===== config.mk =====
export PLATFORM = sky130hd
export DESIGN_NAME = ram_stream_reader
export DESIGN_NICKNAME = d
export VERILOG_FILES = /design/src/rtl/ram_stream_reader_pkg.sv /design/src/rtl/ram_stream_reader_fifo.sv /design/src/rtl/ram_stream_reader.sv
export SDC_FILE = /design/constraint.sdc
export NUM_CORES = 1
export LEC_CHECK = 0
export CELL_PAD_IN_SITES_DETAIL_PLACEMENT = 1
export CELL_PAD_IN_SITES_GLOBAL_PLACEMENT = 1
export CORE_MARGIN = 3
export CORE_UTILIZATION = 41
export DETAILED_ROUTE_END_ITERATION = 16
export PLACE_DENSITY_LB_ADDON = 0.1
export SLEW_MARGIN = 15
export SYNTH_ARGS = -nofsm -noshare
export SYNTH_HDL_FRONTEND = slang
export SYNTH_HIERARCHICAL = 1
export SYNTH_SLANG_ARGS = --single-unit

===== constraint.sdc =====
create_clock -name clk_i -period 2.9 [get_ports clk_i]
set_input_delay 0.58 -clock clk_i [delete_from_list [all_inputs] [get_ports clk_i]]
set_output_delay 0.58 -clock clk_i [all_outputs]
set_load 0.1 [all_outputs]

===== src/rtl/ram_stream_reader_pkg.sv =====
// Shared types and constant derivations for the RAM burst reader.
package ram_stream_reader_pkg;

  typedef enum logic [1:0] {
    IDLE  = 2'd0,
    ISSUE = 2'd1,
    DRAIN = 2'd2
  } state_t;

  // RAM read latency: an output register on the RAM adds one cycle.
  function automatic int read_latency(input string is_out_latency);
    return (is_out_latency == "true") ? 2 : 1;
  endfunction

  // Two slots beyond the read latency keep the stream running with no bubbles.
  function automatic int buffer_depth(input int lat);
    return lat + 2;
  endfunction

endpackage


===== src/rtl/ram_stream_reader_fifo.sv =====
// Small synchronous show-ahead FIFO; the head entry is visible while not empty.
module ram_stream_reader_fifo #(
  parameter  int WIDTH = 9,
  parameter  int DEPTH = 3,
  localparam int CNT_W = $clog2(DEPTH + 1),
  localparam int PTR_W = (DEPTH > 1) ? $clog2(DEPTH) : 1
) (
  input  logic             clk_i,
  input  logic             rst_i,
  input  logic             push_i,
  input  logic [WIDTH-1:0] data_i,
  input  logic             pop_i,
  output logic [WIDTH-1:0] data_o,
  output logic             empty_o,
  output logic [CNT_W-1:0] count_o
);

  logic [WIDTH-1:0] mem_q [DEPTH];
  logic [PTR_W-1:0] wr_ptr_q, rd_ptr_q;
  logic [CNT_W-1:0] count_q;
  logic             do_push, do_pop;

  function automatic logic [PTR_W-1:0] next_ptr(input logic [PTR_W-1:0] p);
    return (p == PTR_W'(DEPTH - 1)) ? '0 : p + 1'b1;
  endfunction

  // Qualify requests: no pop when empty, no push when full unless a pop frees a slot.
  always_comb begin
    do_pop  = pop_i && (count_q != '0);
    do_push = push_i && ((count_q != CNT_W'(DEPTH)) || do_pop);
  end

  // Storage carries data only, so it is left out of reset.
  always_ff @(posedge clk_i) begin
    if (do_push) mem_q[wr_ptr_q] <= data_i;
  end

  // Pointers and occupancy.
  always_ff @(posedge clk_i) begin
    if (rst_i) begin
      wr_ptr_q <= '0;
      rd_ptr_q <= '0;
      count_q  <= '0;
    end else begin
      if (do_push) wr_ptr_q <= next_ptr(wr_ptr_q);
      if (do_pop)  rd_ptr_q <= next_ptr(rd_ptr_q);
      case ({do_push, do_pop})
        2'b10:   count_q <= count_q + 1'b1;
        2'b01:   count_q <= count_q - 1'b1;
        default: count_q <= count_q;
      endcase
    end
  end

  assign data_o  = mem_q[rd_ptr_q];
  assign empty_o = (count_q == '0);
  assign count_o = count_q;

endmodule


===== src/rtl/ram_stream_reader.sv =====
// Burst reader: issues sequential RAM reads under a credit limit, captures the
// returning words into a show-ahead buffer and presents them as a stream.
module ram_stream_reader
  import ram_stream_reader_pkg::*;
#(
  parameter int    DATA_WIDTH     = 8,
  parameter int    ADDR_WIDTH     = 8,
  parameter string IS_OUT_LATENCY = "false"
) (
  input  logic                  clk_i,
  input  logic                  rst_i,
  input  logic                  start_i,
  input  logic [ADDR_WIDTH-1:0] start_addr_i,
  input  logic [ADDR_WIDTH-1:0] length_i,
  output logic                  busy_o,
  output logic                  done_o,
  output logic                  rd_en_o,
  output logic [ADDR_WIDTH-1:0] rd_addr_o,
  input  logic [DATA_WIDTH-1:0] rd_data_i,
  output logic [DATA_WIDTH-1:0] m_data_o,
  output logic                  m_valid_o,
  output logic                  m_last_o,
  input  logic                  m_ready_i
);

  localparam int LAT   = read_latency(IS_OUT_LATENCY);
  localparam int DEPTH = buffer_depth(LAT);
  localparam int CNT_W = $clog2(DEPTH + 1);
  localparam int FW    = DATA_WIDTH + 1;

  state_t                state_q;
  logic                  busy_q, done_q;
  logic [ADDR_WIDTH-1:0] addr_q;
  logic [ADDR_WIDTH:0]   left_q;      // reads still to issue; 2^ADDR_WIDTH fits
  logic [LAT-1:0]        cap_vld_q, cap_vld_d;
  logic [LAT-1:0]        cap_last_q, cap_last_d;
  logic                  fifo_empty;
  logic [CNT_W-1:0]      fifo_cnt;
  logic [FW-1:0]         fifo_head;
  logic                  pop, issue, last_issue;
  int                    inflight;

  // Credit check: a read may issue only if buffer plus in-flight reads stay
  // within DEPTH; a pop this cycle counts as a freed slot. rd_en is decided
  // combinationally so that freed slot is usable in the same cycle.
  always_comb begin
    pop      = !fifo_empty && m_ready_i;
    inflight = 0;
    for (int i = 0; i < LAT; i++) inflight += int'(cap_vld_q[i]);
    issue      = (state_q == ISSUE) && ((int'(fifo_cnt) + inflight) < (DEPTH + int'(pop)));
    last_issue = issue && (left_q == (ADDR_WIDTH + 1)'(1));
  end

  // Capture tracker: a read issued now returns LAT cycles later.
  always_comb begin
    cap_vld_d     = '0;
    cap_last_d    = '0;
    cap_vld_d[0]  = issue;
    cap_last_d[0] = last_issue;
    for (int i = 1; i < LAT; i++) begin
      cap_vld_d[i]  = cap_vld_q[i-1];
      cap_last_d[i] = cap_last_q[i-1];
    end
  end

  // Shift the tracker; reset drops reads in flight so they never reach the buffer.
  always_ff @(posedge clk_i) begin
    if (rst_i) begin
      cap_vld_q  <= '0;
      cap_last_q <= '0;
    end else begin
      cap_vld_q  <= cap_vld_d;
      cap_last_q <= cap_last_d;
    end
  end

  ram_stream_reader_fifo #(
    .WIDTH (FW),
    .DEPTH (DEPTH)
  ) u_fifo (
    .clk_i   (clk_i),
    .rst_i   (rst_i),
    .push_i  (cap_vld_q[LAT-1]),
    .data_i  ({cap_last_q[LAT-1], rd_data_i}),
    .pop_i   (pop),
    .data_o  (fifo_head),
    .empty_o (fifo_empty),
    .count_o (fifo_cnt)
  );

  // Burst control FSM with registered busy/done. A start arriving while done
  // pulses is dropped so back-to-back bursts are separated by one idle cycle.
  always_ff @(posedge clk_i) begin
    if (rst_i) begin
      state_q <= IDLE;
      busy_q  <= 1'b0;
      done_q  <= 1'b0;
      addr_q  <= '0;
      left_q  <= '0;
    end else begin
      done_q <= 1'b0;
      case (state_q)
        IDLE: begin
          if (start_i && !done_q) begin
            addr_q  <= start_addr_i;
            left_q  <= {1'b0, length_i} + (ADDR_WIDTH + 1)'(1);
            busy_q  <= 1'b1;
            state_q <= ISSUE;
          end
        end
        ISSUE: begin
          if (issue) begin
            addr_q <= addr_q + 1'b1;
            left_q <= left_q - 1'b1;
            if (last_issue) state_q <= DRAIN;
          end
        end
        DRAIN: begin
          if (pop && fifo_head[DATA_WIDTH]) begin
            busy_q  <= 1'b0;
            done_q  <= 1'b1;
            state_q <= IDLE;
          end
        end
        default: state_q <= IDLE;
      endcase
    end
  end

  assign busy_o    = busy_q;
  assign done_o    = done_q;
  assign rd_en_o   = issue;
  assign rd_addr_o = addr_q;
  assign m_valid_o = !fifo_empty;
  assign m_data_o  = fifo_empty ? '0 : fifo_head[DATA_WIDTH-1:0];
  assign m_last_o  = !fifo_empty && fifo_head[DATA_WIDTH];

endmodule

==> results <==
logic make-up (layout without fill, tap and decap cells):
| group | count (synthesis) | count (layout) | share of synthesized area |
|---|---|---|---|
| AND/OR/NAND/NOR | 112 | 112 | 0.213 |
| adder cells (fa/ha/maj) | 8 | 8 | 0.0353 |
| AO/OA/AOI/OAI | 68 | 68 | 0.150 |
| buffers and inverters | 19 | 80 | 0.0295 |
| flip-flops | 58 | 58 | 0.504 |
| multiplexers | 12 | 12 | 0.0428 |
| XOR/XNOR | 8 | 8 | 0.0247 |
where the power goes:
part / leakage, nW / switching (mW) / internal, mW
clock: 0.109 / 0.330 / 0.505
sequential: 0.499 / 0.0454 / 0.902
combinational: 0.807 / 0.376 / 0.185
total: 1.42 / 0.751 / 1.59
cells in the mapped netlist (all sizes together), types with 3 or more instances:
library cell  count  share of area
xor2              4          0.012
and3              4         0.0088
nand4             4         0.0088
a21oi            19          0.035
nand3             7          0.012
inv               8          0.011
nand2            30          0.041
clkbuf            7         0.0093
mux2i            11          0.039
nor3              7          0.016
or3               4         0.0088
nor2b             5          0.011
a22o              3         0.0093
buf               4         0.0097
xnor2             4          0.012
a31oi             4         0.0088
ha                8          0.035
o21ai            26          0.051
nor3b             3         0.0079
nor2             27          0.037
dfxtp            31           0.22
nand2b            4         0.0088
and2b             9          0.024
edfxtp           27           0.29
final cells by class:
cell class,count,area [sq um],area share
well taps,77,96.3,0.0267
clock inverters,5,77.6,0.0215
clock buffers,11,141,0.0392
flip-flops and latches,58,1430,0.397
repair buffers,56,500,0.139
inverters,8,30.0,0.00834
multi-input cells,208,1330,0.368
flip-flops by register name, summed over array words and instances, names as in the netlist, named ones only:
signal           count
rd_addr_o            8
done_o               1
u_fifo/wr_ptr_q      2
u_fifo/rd_ptr_q      2
cap_last_q           1
cap_vld_q            1
left_q               9
u_fifo/count_o       2
busy_o               1
state_q              2
u_fifo/mem_q        27
routing by layer:
| layer | GRT usage | part of all wire | up-vias |
|---|---|---|---|
| met4 | 0.0798 | 0.014 | 0 |
| met2 | 0.338 | 0.51 | 38 |
| met3 | 0.0396 | 0.031 | 10 |
| met5 | 0 | 0 | - |
| met1 | 0.211 | 0.44 | 1125 |
| li1 | - | - | 1144 |
worst max-delay path: stages:
cell             delay (ns)
clkdlybuf4s50_1        0.54
nand2_2                0.08
ha_1                   0.25
nor2_2                 0.20
nand2_2                0.08
inv_1                  0.16
buf_12                 0.20
how the worst max path moves through the flow:
stage | from | to | slack (ns)
floorplan | u_fifo/count_o[0] | rd_en_o | 0.1
global placement | m_ready_i | rd_en_o | 0.26
detailed placement | m_ready_i | rd_en_o | 0.24
CTS | u_fifo/count_o[0] | rd_en_o | 0.03
global route | u_fifo/count_o[0] | rd_en_o | 0.08
finish | m_ready_i | rd_en_o | 0.22
repair_timing:
item	4_1_cts	5_1_grt
setup buffers	0	0
resized for setup	0	1
setup endpoints to repair	0	1
hold buffers	0	0
==> results.cfg <==
[floorplan]
coreArea_sq_um = 6530
num_rows = 29
die_w_microns = 89.2
ios = 49
die-area_sq_um = 7960
initial_core_util = 0.434
fp.dieH_microns = 89.2

[critical_path]
r2r_cells = 8
endpoint_kind = output pin
critical_path_peak_fanout = 4
critical_path_class = input pin to output pin
cp-start-kind = input pin
arrival_ns = 2.10
rr_startpoint = u_fifo/count_o[0]
reg2reg_to = u_fifo/count_o[1]
cp.required_ns = 2.32
r2r_setup_slack_ns = 0.63

[placement]
pre_cts_ws_ns = 0.236
place_area_sq_um = 3380
gp_congestion = 0.701
dp_cells = 407
portBuffers = 48
dpl.hpwl_mm = 4.76

[layout]
area_growth_pct = 26.9
drive_above_1_share = 0.168
stdcell_area_sq_um = 3600
stdcell_count = 423
final_common_cell = dfxtp_1
num-nets-final = 377
most-common-layout-cells = dfxtp_1, nand2_1, buf_4
fillerInstances = 743
antennaDiodeCount = 0
final_util = 0.552

[sta]
fmax_mhz = 374
setup_viol = 0
period_share = 0.923
finalWorstSetupSlack_ns = 0.223
final.setup.tns_ns = 0
tightest_slew_ns = 0.675
clock_skew_ns = 0.00721
rsz0062_at_grt = no
hold_viol = 0
min_period_ns = 2.68
finalMaxSlewViolations = 0
relSlewSlack = 0.549
whs_ns = 0.459

[global_route]
grt_overflow = 0
grt_antenna_before_repair = 0
grt_pass1_wl_mm = 11.2
grt_max_degree = 26
grt_usage = 0.187
grt_pass1_vias = 2294

[routing]
avgViaCountPerCell = 5.48
wirelength_mm = 6.95
drt_iter0_markers = 79
wire_per_inst_microns = 16.4
dr.pass1.iters = 4
via_count = 2317
remaining_drc_errors = 0
drtAntennaViolNets = 0

[worst_hold_path]
hold_start = cap_last_q
holdCritPathClass = flop to flop
hold_path_depth = 0
hold-path-endpoint = u_fifo/mem_q[0][8]

[cts]
htreeDepth = 3
clk_path_buf_depth = 2
cts_tree = built
clk_pin_slew_ns = 0.07
cts_root_buffer = clkbuf_8
cts_buffers = 9
insertion_delay_ns = 0.33
clock_sinks = 58

[synth]
synth_cells = 285
synth.cell_area_sq_um = 2840
synth_cell_types = 53
synthFlopType = dfxtp_1
synth_edf_count = 27
yosysWarnings = 6
avgSynthCellArea_sq_um = 9.96
synthesis.nets = 321
synth-seq-cells = 58
ys_seq_area_frac = 0.504
async_flop_share = 0

[power]
p_total_mw = 2.34
leakage_nw = 1.42
powerDensity_nw_per_um2 = 650
ir_worst_vdd_mv = 0.272

[job]
maxCapViolCount = 0

[run_status]
outcome = completed
(Power assumes the default switching activity.)
